<file path="src/rtl/fm_sb_pkg.sv">
// Shared types and helpers for the fast-monitoring tap serializer.
package fm_sb_pkg;

  typedef enum logic {
    IDLE = 1'b0,
    SEND = 1'b1
  } fm_tap_state_t;

  localparam int FM_TAP_DROP_CNT_W = 16;

  // Number of OUT_WIDTH words needed to carry one IN_WIDTH record.
  function automatic int fm_tap_words(input int in_w, input int out_w);
    return (in_w + out_w - 1) / out_w;
  endfunction

endpackage

</file>
<file path="src/rtl/fm_tap_serializer_if.sv">
// Tap-side record inputs and spy-buffer word outputs of one fm_tap_serializer.
// Valid/ready: no ready exists in either direction; in_valid is a strobe taken when
// enable=1 and the FIFO has room, and every fm_valid word is consumed downstream.
interface fm_tap_serializer_if #(
  parameter int IN_WIDTH  = 128,
  parameter int OUT_WIDTH = 32
);
  import fm_sb_pkg::*;

  logic                         enable;
  logic                         in_valid;
  logic [IN_WIDTH-1:0]          in_data;
  logic                         fm_valid;
  logic                         fm_sop;
  logic                         fm_eop;
  logic [OUT_WIDTH-1:0]         fm_data;
  logic [FM_TAP_DROP_CNT_W-1:0] drop_cnt;
  logic                         busy;
  fm_tap_state_t                dbg_state;

  modport slave (
    input  enable, in_valid, in_data,
    output fm_valid, fm_sop, fm_eop, fm_data, drop_cnt, busy, dbg_state
  );

  modport master (
    output enable, in_valid, in_data,
    input  fm_valid, fm_sop, fm_eop, fm_data, drop_cnt, busy, dbg_state
  );

endinterface

</file>
<file path="src/rtl/fm_tap_fifo.sv">
// Single-clock record FIFO with full/empty flags; DEPTH must be a power of two.
module fm_tap_fifo #(
  parameter int WIDTH = 128,
  parameter int DEPTH = 8
) (
  input  logic             clk_i,
  input  logic             rst_i,
  input  logic             push_i,
  input  logic [WIDTH-1:0] wr_data_i,
  input  logic             pop_i,
  output logic [WIDTH-1:0] rd_data_o,
  output logic             full_o,
  output logic             empty_o
);

  localparam int AW = $clog2(DEPTH);

  // One extra pointer bit distinguishes full from empty when the indices match.
  logic [AW:0]      wr_ptr_q, rd_ptr_q;
  logic [WIDTH-1:0] mem_q [DEPTH];
  logic             wr_en, rd_en;

  assign empty_o = (wr_ptr_q == rd_ptr_q);
  assign full_o  = (wr_ptr_q[AW] != rd_ptr_q[AW]) &&
                   (wr_ptr_q[AW-1:0] == rd_ptr_q[AW-1:0]);
  assign wr_en   = push_i && !full_o;
  assign rd_en   = pop_i && !empty_o;

  always_ff @(posedge clk_i or posedge rst_i) begin
    if (rst_i) begin
      wr_ptr_q <= '0;
      rd_ptr_q <= '0;
    end else begin
      if (wr_en) wr_ptr_q <= wr_ptr_q + (AW+1)'(1);
      if (rd_en) rd_ptr_q <= rd_ptr_q + (AW+1)'(1);
    end
  end

  always_ff @(posedge clk_i) begin
    if (wr_en) mem_q[wr_ptr_q[AW-1:0]] <= wr_data_i;
  end

  assign rd_data_o = mem_q[rd_ptr_q[AW-1:0]];

endmodule

</file>
<file path="src/rtl/fm_tap_serializer.sv">
// Captures tap records into a FIFO and serializes them LSW-first with sop/eop framing.
// Optional FM_TAP_TIMESTAMP_EN prefixes every record with a captured cycle-count header word.
module fm_tap_serializer
  import fm_sb_pkg::*;
#(
  parameter int IN_WIDTH   = 128,
  parameter int OUT_WIDTH  = 32,
  parameter int FIFO_DEPTH = 8
) (
  input  logic                 clk_hs,
  input  logic                 rst_hs,
  fm_tap_serializer_if.slave   bus
);

  localparam int N  = fm_tap_words(IN_WIDTH, OUT_WIDTH);
  localparam int PW = N * OUT_WIDTH;
`ifdef FM_TAP_TIMESTAMP_EN
  localparam int TSW = 32;
  localparam int NW  = N + 1;
  localparam int FW  = IN_WIDTH + TSW;
`else
  localparam int NW  = N;
  localparam int FW  = IN_WIDTH;
`endif
  localparam int SW = NW * OUT_WIDTH;
  localparam int IW = (NW > 1) ? $clog2(NW) : 1;
  localparam logic [IW-1:0] LAST = IW'(NW - 1);

  logic                         push, pop, full, empty;
  logic [FW-1:0]                wr_data, rd_data;
  logic [SW-1:0]                load_word;
  fm_tap_state_t                state_q, state_d;
  logic [IW-1:0]                idx_q, idx_d;
  logic [SW-1:0]                sh_q, sh_d;
  logic                         valid_q, valid_d, sop_q, sop_d, eop_q, eop_d;
  logic [OUT_WIDTH-1:0]         data_q, data_d;
  logic [FM_TAP_DROP_CNT_W-1:0] drop_cnt_q, drop_cnt_d;

`ifdef FM_TAP_TIMESTAMP_EN
  logic [TSW-1:0] ts_q;

  always_ff @(posedge clk_hs or posedge rst_hs) begin
    if (rst_hs) ts_q <= '0;
    else        ts_q <= ts_q + TSW'(1);
  end

  assign wr_data   = {ts_q, bus.in_data};
  // Header sits in the lowest word so it leaves the shift register first.
  assign load_word = {PW'(rd_data[IN_WIDTH-1:0]), OUT_WIDTH'(rd_data[FW-1:IN_WIDTH])};
`else
  assign wr_data   = bus.in_data;
  assign load_word = SW'(rd_data);
`endif

  // Fullness is sampled before this edge's pop, so a full FIFO never writes through.
  assign push = bus.in_valid && bus.enable && !full;

  fm_tap_fifo #(
    .WIDTH (FW),
    .DEPTH (FIFO_DEPTH)
  ) u_fifo (
    .clk_i     (clk_hs),
    .rst_i     (rst_hs),
    .push_i    (push),
    .wr_data_i (wr_data),
    .pop_i     (pop),
    .rd_data_o (rd_data),
    .full_o    (full),
    .empty_o   (empty)
  );

  always_comb begin
    drop_cnt_d = drop_cnt_q;
    if (bus.in_valid && bus.enable && full && (drop_cnt_q != '1))
      drop_cnt_d = drop_cnt_q + FM_TAP_DROP_CNT_W'(1);
  end

  always_comb begin
    state_d = state_q;
    idx_d   = idx_q;
    sh_d    = sh_q;
    pop     = 1'b0;
    valid_d = 1'b0;
    sop_d   = 1'b0;
    eop_d   = 1'b0;
    data_d  = '0;
    case (state_q)
      IDLE: begin
        if (!empty) begin
          pop     = 1'b1;
          sh_d    = load_word;
          idx_d   = '0;
          state_d = SEND;
        end
      end
      SEND: begin
        valid_d = 1'b1;
        sop_d   = (idx_q == '0);
        eop_d   = (idx_q == LAST);
        data_d  = sh_q[OUT_WIDTH-1:0];
        if (idx_q == LAST) begin
          // Back-to-back records reload here so no idle cycle separates them.
          if (!empty) begin
            pop   = 1'b1;
            sh_d  = load_word;
            idx_d = '0;
          end else begin
            state_d = IDLE;
          end
        end else begin
          sh_d  = sh_q >> OUT_WIDTH;
          idx_d = idx_q + IW'(1);
        end
      end
      default: state_d = IDLE;
    endcase
  end

  always_ff @(posedge clk_hs or posedge rst_hs) begin
    if (rst_hs) begin
      state_q    <= IDLE;
      idx_q      <= '0;
      sh_q       <= '0;
      valid_q    <= 1'b0;
      sop_q      <= 1'b0;
      eop_q      <= 1'b0;
      data_q     <= '0;
      drop_cnt_q <= '0;
    end else begin
      state_q    <= state_d;
      idx_q      <= idx_d;
      sh_q       <= sh_d;
      valid_q    <= valid_d;
      sop_q      <= sop_d;
      eop_q      <= eop_d;
      data_q     <= data_d;
      drop_cnt_q <= drop_cnt_d;
    end
  end

  assign bus.fm_valid  = valid_q;
  assign bus.fm_sop    = sop_q;
  assign bus.fm_eop    = eop_q;
  assign bus.fm_data   = data_q;
  assign bus.drop_cnt  = drop_cnt_q;
  assign bus.busy      = !empty || (state_q == SEND);
  assign bus.dbg_state = state_q;

endmodule

</file>
<file path="src/flat_wrapper.sv">
// flat-port wrapper written by rule: the top's interface ports become plain ports
module fm_tap_serializer_flat import fm_sb_pkg::*;
#(
  parameter int IN_WIDTH   = 128,
  parameter int OUT_WIDTH  = 32,
  parameter int FIFO_DEPTH = 8
)
  (clk_hs, rst_hs, bus_enable, bus_in_valid, bus_in_data, bus_fm_valid, bus_fm_sop, bus_fm_eop, bus_fm_data, bus_drop_cnt, bus_busy, bus_dbg_state);
  fm_tap_serializer_if #(.IN_WIDTH(IN_WIDTH), .OUT_WIDTH(OUT_WIDTH)) bus_i ();
  input  logic clk_hs;
  input  logic rst_hs;
  input wire logic [$bits(bus_i.enable)-1:0] bus_enable;
  input wire logic [$bits(bus_i.in_valid)-1:0] bus_in_valid;
  input wire logic [$bits(bus_i.in_data)-1:0] bus_in_data;
  output wire logic [$bits(bus_i.fm_valid)-1:0] bus_fm_valid;
  output wire logic [$bits(bus_i.fm_sop)-1:0] bus_fm_sop;
  output wire logic [$bits(bus_i.fm_eop)-1:0] bus_fm_eop;
  output wire logic [$bits(bus_i.fm_data)-1:0] bus_fm_data;
  output wire logic [$bits(bus_i.drop_cnt)-1:0] bus_drop_cnt;
  output wire logic [$bits(bus_i.busy)-1:0] bus_busy;
  output wire logic [$bits(bus_i.dbg_state)-1:0] bus_dbg_state;
  assign bus_i.enable = bus_enable;
  assign bus_i.in_valid = bus_in_valid;
  assign bus_i.in_data = bus_in_data;
  assign bus_fm_valid = bus_i.fm_valid;
  assign bus_fm_sop = bus_i.fm_sop;
  assign bus_fm_eop = bus_i.fm_eop;
  assign bus_fm_data = bus_i.fm_data;
  assign bus_drop_cnt = bus_i.drop_cnt;
  assign bus_busy = bus_i.busy;
  assign bus_dbg_state = bus_i.dbg_state;
  fm_tap_serializer #(.IN_WIDTH(IN_WIDTH), .OUT_WIDTH(OUT_WIDTH), .FIFO_DEPTH(FIFO_DEPTH)) u_core (.clk_hs(clk_hs), .rst_hs(rst_hs), .bus(bus_i));
endmodule
</file>
<file path="config.mk">
export PLATFORM = sky130hd
export DESIGN_NAME = fm_tap_serializer_flat
export DESIGN_NICKNAME = d
export VERILOG_FILES = /design/src/rtl/fm_sb_pkg.sv /design/src/rtl/fm_tap_serializer_if.sv /design/src/rtl/fm_tap_fifo.sv /design/src/rtl/fm_tap_serializer.sv /design/src/flat_wrapper.sv
export SDC_FILE = /design/constraint.sdc
export NUM_CORES = 1
export LEC_CHECK = 0
export ABC_CLOCK_PERIOD_IN_PS = 37800
export CORE_MARGIN = 3
export CORE_UTILIZATION = 45
export CTS_CLUSTER_DIAMETER = 120
export CTS_CLUSTER_SIZE = 10
export DETAILED_ROUTE_END_ITERATION = 12
export DONT_BUFFER_PORTS = 1
export PLACE_DENSITY = 0.65
export SYNTH_ARGS = -nofsm -noshare
export SYNTH_HDL_FRONTEND = slang
export SYNTH_HIERARCHICAL = 1
export SYNTH_SLANG_ARGS = --single-unit
</file>
<file path="constraint.sdc">
create_clock -name clk_hs -period 37.8 [get_ports clk_hs]
set_input_delay 3.78 -clock clk_hs [delete_from_list [all_inputs] [get_ports clk_hs]]
set_output_delay 3.78 -clock clk_hs [all_outputs]
set_load 0.02 [all_outputs]
</file>
==> out/qor.txt, run 1 <==
layout cell share with drive strength beyond 1 = 24.9%
Setup Skew = 0.0289 ns
post-CTS resize count = 0
vias in the first global route = 22.4k
EDFF count, synth = 1024
via/cell ratio = 5.62
GRT overflow = 0
Routed Wire Length = 101000 um
Fmax achieved = 0.141 GHz
number of nets in the layout = 2415
DR vias = 21.1k
initial core utilization = 45.7%
Global Route met3 Usage = 5.39%
#FFs+latches synth = 1214
Netlist cell types = 40
asr flop ratio synth = 15.7%
Die W = 328 um
Max Slew Vio Count = 0
MaxCap Viol Count = 0
Post-CTS Hold Buffers = 0
largest net degree at the start of global routing = 160
Core ar. = 102000 um^2
Psw = 0.00117 W
status = finished, violations left
net count after synthesis = 2359
final hold viol count = 0
minimum clock period = 7.12 ns
fin crit share = 18.8%
final setup TNS = 0 ns
Yosys top cell by area = edfxtp_1
Post CTS Setup Buffer Count = 0
1st-pass router iterations = 5
CP arrival = 3.34 ns
Leakage = 17.1 nW
Routability Congestion = 0.738
Final WS setup = 30.68 ns
CTS tree = done
Mapped Cells = 2222
GRT Util Overall = 19.2%
die area = 108000 um^2
Tot Pwr = 0.00399 W
most common cell after layout, fill and taps aside = edfxtp_1
sequential power share = 44.1%
pre-CTS setup slack = 31.04 ns
GR peak layer = met2
initial antenna violation count = 5
P_int = 0.00282 W
CP startpoint kind = flip-flop
RSZ-0062 raised after global routing = false
Die H = 328 um
final setup fails = 0
initial DRC count = 1607
VDD IR-drop max = 0.0000655 V
synth top area cells = edfxtp_1, mux4_2, dfrtp_1
Synth Cell Area = 46700 um^2
failing checks = antenna violations
# rows = 117
HPWL after DPL = 56300 um
met1 usage = 24.7%
DRC viols = 0
first-pass GRT wire length = 151000 um
worst-skew pair later-pin latency = 0.73 ns
met2 Use GR = 32.0%
CP Class = reg2out
CP max-delay cell = dfrtp_4
sequential area share after synthesis = 76.0%
Final ANT Viol Nets = 1
CTS H-tree lvls = 4
CTS Buf Count = 139
IO Pins = 185
worst min-delay path class = reg2reg
synthesized area per cell = 21.0 um^2
Setup crit end kind = primary output
Slew @ Worst Pin = 1.22 ns
fin area = 52200 um^2
Clk pwr share = 30.1%
Routed wire per std cell = 27.0 um
PD cells = 76.4 nW/um^2
leading cell types in the layout, fill and taps excluded = edfxtp_1, mux4_2, dfrtp_1, clkbuf_16, mux2_2
CTS Root Cell = clkbuf_16
I/O Buffers = 0
Clock Path Buffers = 3
Sw Share = 29.3%
Worst path max stage delay = 0.89 ns
slew margin rel. = 18.5%
Synth top area share = 65.8%
Primary FF master, synth = edfxtp_1
Area Overhead vs Synth = 11.8%
power share of the combinational group = 25.8%
TritonCTS Sinks = 1214
crit path max fanout = 46
placed cell areas = 48200 um^2
Ys Warns = 6
Min Hold Slack = 0.482 ns
clock-pin slew on the worst setup and hold paths = 0.06 ns
critical path, cell by cell = xor2_1, or3_1, nor2_4, buf_4, nand2b_1
critical path data required time = 34.02 ns
==> cell usage after synthesis (7+ instances only) <==
| master | number |
|---|---|
| buf_2 | 49 |
| clkbuf_1 | 44 |
| nand2_1 | 108 |
| mux2_2 | 130 |
| o21ai_0 | 98 |
| and2_1 | 36 |
| nor2_1 | 41 |
| nand3_1 | 7 |
| nor3_1 | 9 |
| mux2i_1 | 128 |
| buf_6 | 24 |
| mux4_2 | 256 |
| edfxtp_1 | 1024 |
| dfrtp_1 | 190 |
| xor2_1 | 16 |
==> flip-flops by register name, summed over array words and instances (netlist names) <==
signal and flops:
u_core/bus.fm_valid 1, u_core/bus.fm_sop 1, u_core/bus.fm_eop 1, u_core/u_fifo/mem_q 1024, u_core/u_fifo/rd_ptr_q 4, u_core/idx_q 2, u_core/bus.fm_data 32, u_core/bus.drop_cnt 16
u_core/bus.dbg_state 1, u_core/sh_q 128, u_core/u_fifo/wr_ptr_q 4
==> metal layers <==
metal	part of all wire, %	routed length, um	up-vias
li1	-	-	9124
met1	40	40600	11300
met2	51	51300	556
met3	7.3	7360	121
met4	2.1	2120	0
met5	0	0	-
==> final cells by class <==
cell class                      count  area [um^2]
Fill cell                        7881        50100
Sequential cell                  1214        35500
Multi-Input combinational cell    884        10600
Clock buffer                      235         3840
Tap cell                         1368         1710
Timing Repair Buffer               33          335
Clock inverter                     14          200
Inverter                            6         30.0
Antenna cell                        5         12.5
==> cell families (layout without fill, tap and decap cells) <==
kind of cell / after synthesis / in the layout / synth area share, %
flip-flops: 1214 / 1214 / 76.0
multiplexers: 515 / 515 / 18.2
AND/OR/NAND/NOR: 232 / 232 / 2.40
buffers and inverters: 124 / 288 / 1.51
AO/OA/AOI/OAI: 110 / 110 / 1.30
XOR/XNOR: 22 / 22 / 0.412
adder cells (fa/ha/maj): 5 / 5 / 0.134
other: 0 / 5 / 0
==> through the flow <==
| step | util (%) | cells |
|---|---|---|
| after CTS | 51.0 | 3754 |
| final | 51.0 | 3759 |
| after global routing | 51.0 | 3754 |
| after floorplan | - | 2222 |
| after detailed placement | 47.1 | 3505 |
| after global placement | 47.1 | 3505 |
==> worst max-delay path, delay by kind of cell, from the launching register on <==
kind	cells	cell delay, ns
XOR/XNOR	1	0.37
flip-flops	1	0.89
AND/OR/NAND/NOR	3	0.88
buffers and inverters	1	0.42
==> final timing paths <==
path	start	to	slack, ns	depth (start not counted)
setup / recovery	u_core/u_fifo/rd_ptr_q[1]	bus_busy	30.68	5
hold / removal	u_core/sh_q[117]	u_core/sh_q[85]	0.48	2
setup reg to reg	u_core/u_fifo/rd_ptr_q[1]	u_core/sh_q[36]	33.01	8
hold reg to reg	u_core/sh_q[117]	u_core/sh_q[85]	0.48	2
max in group asynchronous	rst_hs	u_core/sh_q[97]	33.19	2
min in group asynchronous	rst_hs	u_core/u_fifo/rd_ptr_q[1]	2.90	1
==> power groups by stage <==
stage | registers (W) | clock network [W] | logic (W)
3_3_place_gp | 0.00178 | 0 | 0.00103
5_1_grt | 0.00178 | 0.00129 | 0.00112
4_1_cts | 0.00176 | 0.00123 | 0.00105
6_report | 0.00176 | 0.00120 | 0.00103
3_5_place_dp | 0.00179 | 0 | 0.00104
2_1_floorplan | 0.00174 | 0 | 0.000844
Power figures use the tool's default switching activity.
==> run 2: changes to the inputs <==
--- a/config.mk
+++ b/config.mk
@@ -5,7 +5,8 @@
 export SDC_FILE = /design/constraint.sdc
 export NUM_CORES = 1
 export LEC_CHECK = 0
-export ABC_CLOCK_PERIOD_IN_PS = 37800
+export ABC_AREA = 1
+export ABC_CLOCK_PERIOD_IN_PS = 7400
 export CORE_MARGIN = 3
 export CORE_UTILIZATION = 45
 export CTS_CLUSTER_DIAMETER = 120
==> constraint.sdc (replaced) <==
create_clock -name clk_hs -period 7.4 [get_ports clk_hs]
set_input_delay 0.74 -clock clk_hs [delete_from_list [all_inputs] [get_ports clk_hs]]
set_output_delay 0.74 -clock clk_hs [all_outputs]
set_load 0.02 [all_outputs]
==> out/qor.txt, run 2 <==
Die W = 331 um (+0.80%)
Min Hold Slack = 0.107 ns (-0.376 ns)
sequential area share after synthesis = 74.8% (-1.2 points)
die area = 109000 um^2 (+1.6%)
minimum clock period = 4.81 ns
fin crit share = 65.0%
Die H = 331 um (+0.80%)
RSZ-0062 raised after global routing = false
Fmax achieved = 0.208 GHz
vias in the first global route = 27.9k (+24%)
post-synthesis xor/xnor area fraction = 0.111% (-0.30 points)
Adder-Cell Fraction of Synth Area = 0.132% (-0.0022 points)
I/O Buffers = 0 (unchanged)
largest family of logic cells by synthesized area = simple AND/OR/NAND/NOR gates
DR vias = 29.3k (+39%)
final hold viol count = 0 (unchanged)
leading cell types by count after synthesis = edfxtp_1, nor2_1, nand2_1
compound-cell area share of the yosys netlist = 10.5% (+9.2 points)
initial core utilization = 45.6% (about the same)
CTS Root Cell = clkbuf_16
crit path max fanout = 139 (+200%)
synth top area cells = edfxtp_1, dfrtp_1, nor2_1
final setup TNS = 0 ns (unchanged)
net count after synthesis = 3942 (+67%)
Synth top area share = 64.8% (-1.1 points)
Slew @ Worst Pin = 1.20 ns (-0.0248 ns)
status = complete, no violations
number of nets in the layout = 3884 (+61%)
Yosys top cell by area = edfxtp_1
asr flop ratio synth = 15.7% (unchanged)
pre-CTS setup slack = 2.55 ns (-28.48 ns)
Routed wire per std cell = 22.8 um (-16%)
Setup Skew = 0.0254 ns (-0.00351 ns)
critical path data required time = 7.75 ns (-26.27 ns)
HPWL after DPL = 65800 um (+17%)
post-synthesis mux area share = 0% (-18 points)
Netlist cell types = 32 (-20%)
Final WS setup = 2.59 ns (-28.09 ns)
Area Overhead vs Synth = 10.2%
clock-pin slew on the worst setup and hold paths = 0.06 ns (about the same)
Max Slew Vio Count = 0 (unchanged)
DRC viols = 0 (unchanged)
Leakage = 18.6 nW (+8.7%)
initial DRC count = 3277 (+100%)
largest net degree at the start of global routing = 195 (+22%)
first-pass GRT wire length = 177000 um (+17%)
fin area = 52400 um^2 (+0.25%)
TritonCTS Sinks = 1214 (unchanged)
Setup crit end kind = flip-flop
top-count cell post-synth = edfxtp_1
1st-pass router iterations = 6 (+1)
slew margin rel. = 20.2% (+1.7 points)
IO Pins = 185 (unchanged)
via/cell ratio = 5.63 (about the same)
CTS Buf Count = 139 (unchanged)
EDFF count, synth = 1024 (unchanged)
leading cell types in the layout, fill and taps excluded = edfxtp_1, nor2_1, nand2_1, o22ai_1, o21ai_1
max reg flops = 1024 (unchanged)
CTS tree = done
Routed Wire Length = 119000 um (+17%)
layout cell share with drive strength beyond 1 = 6.19% (-19 points)
#FFs+latches synth = 1214 (unchanged)
PD cells = 401 nW/um^2 (+430%)
Clock Path Buffers = 3 (unchanged)
worst min-delay path class = in2reg
Core ar. = 104000 um^2 (+1.7%)
VDD IR-drop max = 0.000330 V (+400%)
Final ANT Viol Nets = 0 (-1)
Mapped Cells = 3805 (+71%)
CTS H-tree lvls = 4 (unchanged)
Tot Pwr = 0.0210 W (+430%)
initial antenna violation count = 0 (-5)
Ys Warns = 6 (unchanged)
worst-skew pair later-pin latency = 0.72 ns (about the same)
Primary FF master, synth = edfxtp_1
placed cell areas = 48400 um^2 (+0.49%)
CP Class = reg2reg
synthesized area per cell = 12.5 um^2 (-41%)
GRT Util Overall = 21.5% (+2.3 points)
CP arrival = 5.15 ns (+1.81 ns)
most common cell after layout, fill and taps aside = edfxtp_1
post-CTS resize count = 0 (unchanged)
MaxCap Viol Count = 0 (unchanged)
final setup fails = 0 (unchanged)
# rows = 118 (+0.85%)
Synth Cell Area = 47500 um^2 (+1.6%)
post-synthesis simple-gate area fraction = 11.0% (+8.6 points)
Routability Congestion = 0.805 (+9.2%)
GRT overflow = 0 (unchanged)
CP startpoint kind = flip-flop
==> run 2: cell types whose count changed in the layout (fill, tap and decap cells not counted), moves of 146 or more <==
cell / delta
mux4_2: -256
nand2_1: +525
nor2_1: +652
o21ai_0: +146
o21ai_1: +282
o22ai_1: +334
==> run 2: cell families (layout without fill, tap and decap cells) <==
logic type	count (synthesis)	after routing
buffers and inverters	331	356
DFF	1214	1214
AOI/OAI and AO/OA	884	884
adders and majority gates	5	5
other	0	1
xor gates and xnor gates	6	6
and+or+nand+nor	1365	1365
==> run 2: metal layers <==
metal	global-route usage (%)	vias to the layer above	part of all wire (%)
li1	-	13500	-
met5	0	-	0
met4	6.56	0	2.5
met1	29.2	14500	41
met3	5.30	181	8.7
met2	34.4	1118	48
==> run 2: path summary, 6_finish.rpt <==
kind | from | endpoint | slack (ns) | cells past startpoint
setup / recovery | u_core/u_fifo/rd_ptr_q[1] | u_core/u_fifo/mem_q[6][23] | 2.59 | 10
hold / removal | bus_in_data[95] | u_core/u_fifo/mem_q[1][95] | 0.11 | 0
setup reg to reg | u_core/u_fifo/rd_ptr_q[1] | u_core/u_fifo/mem_q[6][23] | 2.59 | 10
hold reg to reg | u_core/sh_q[125] | u_core/sh_q[125] | 0.48 | 2
max in group asynchronous | rst_hs | u_core/bus.dbg_state | 5.49 | 3
min in group asynchronous | rst_hs | u_core/u_fifo/wr_ptr_q[2] | 0.62 | 2
==> run 2: cell type report <==
| class | instances | area (um^2) |
|---|---|---|
| Multi-Input combinational cell | 2260 | 10400 |
| Sequential cell | 1214 | 35500 |
| Antenna cell | 1 | 2.50 |
| Tap cell | 1380 | 1730 |
| Clock buffer | 216 | 3830 |
| Timing Repair Buffer | 42 | 405 |
| Inverter | 90 | 379 |
| Clock inverter | 8 | 104 |
| Fill cell | 8841 | 51700 |
==> run 2: worst max-delay path: stages, from the launching register on <==
cell     delay, ns
dfrtp_4       0.75
inv_8         0.71
nand2_1       0.10
nand2_1       0.11
inv_1         0.06
nand4_2       0.14
inv_1         0.08
nor2_1        0.33
nand3_1       0.36
nor2_4        0.90
buf_4         0.74
==> run 2: power breakdown <==
| part | internal (W) | switching (W) |
|---|---|---|
| Sequential | 0.00834 | 0.000716 |
| Combinational | 0.00166 | 0.00420 |
| Clock | 0.00353 | 0.00256 |
| Total | 0.0135 | 0.00747 |
==> run 2: timing repair <==
item | 4_1_cts | 5_1_grt
endpoints found under the hold margin | 64 | 0
hold buffers | 1 | 0
buffers inserted | 0 | 0
==> run 2: stage by stage <==
step | util [%] | std cells
after CTS | 50.3 | 5210
final | 50.3 | 5211
after global placement | 46.5 | 4985
after floorplan | - | 3805
after global routing | 50.3 | 5210
after detailed placement | 46.5 | 4985
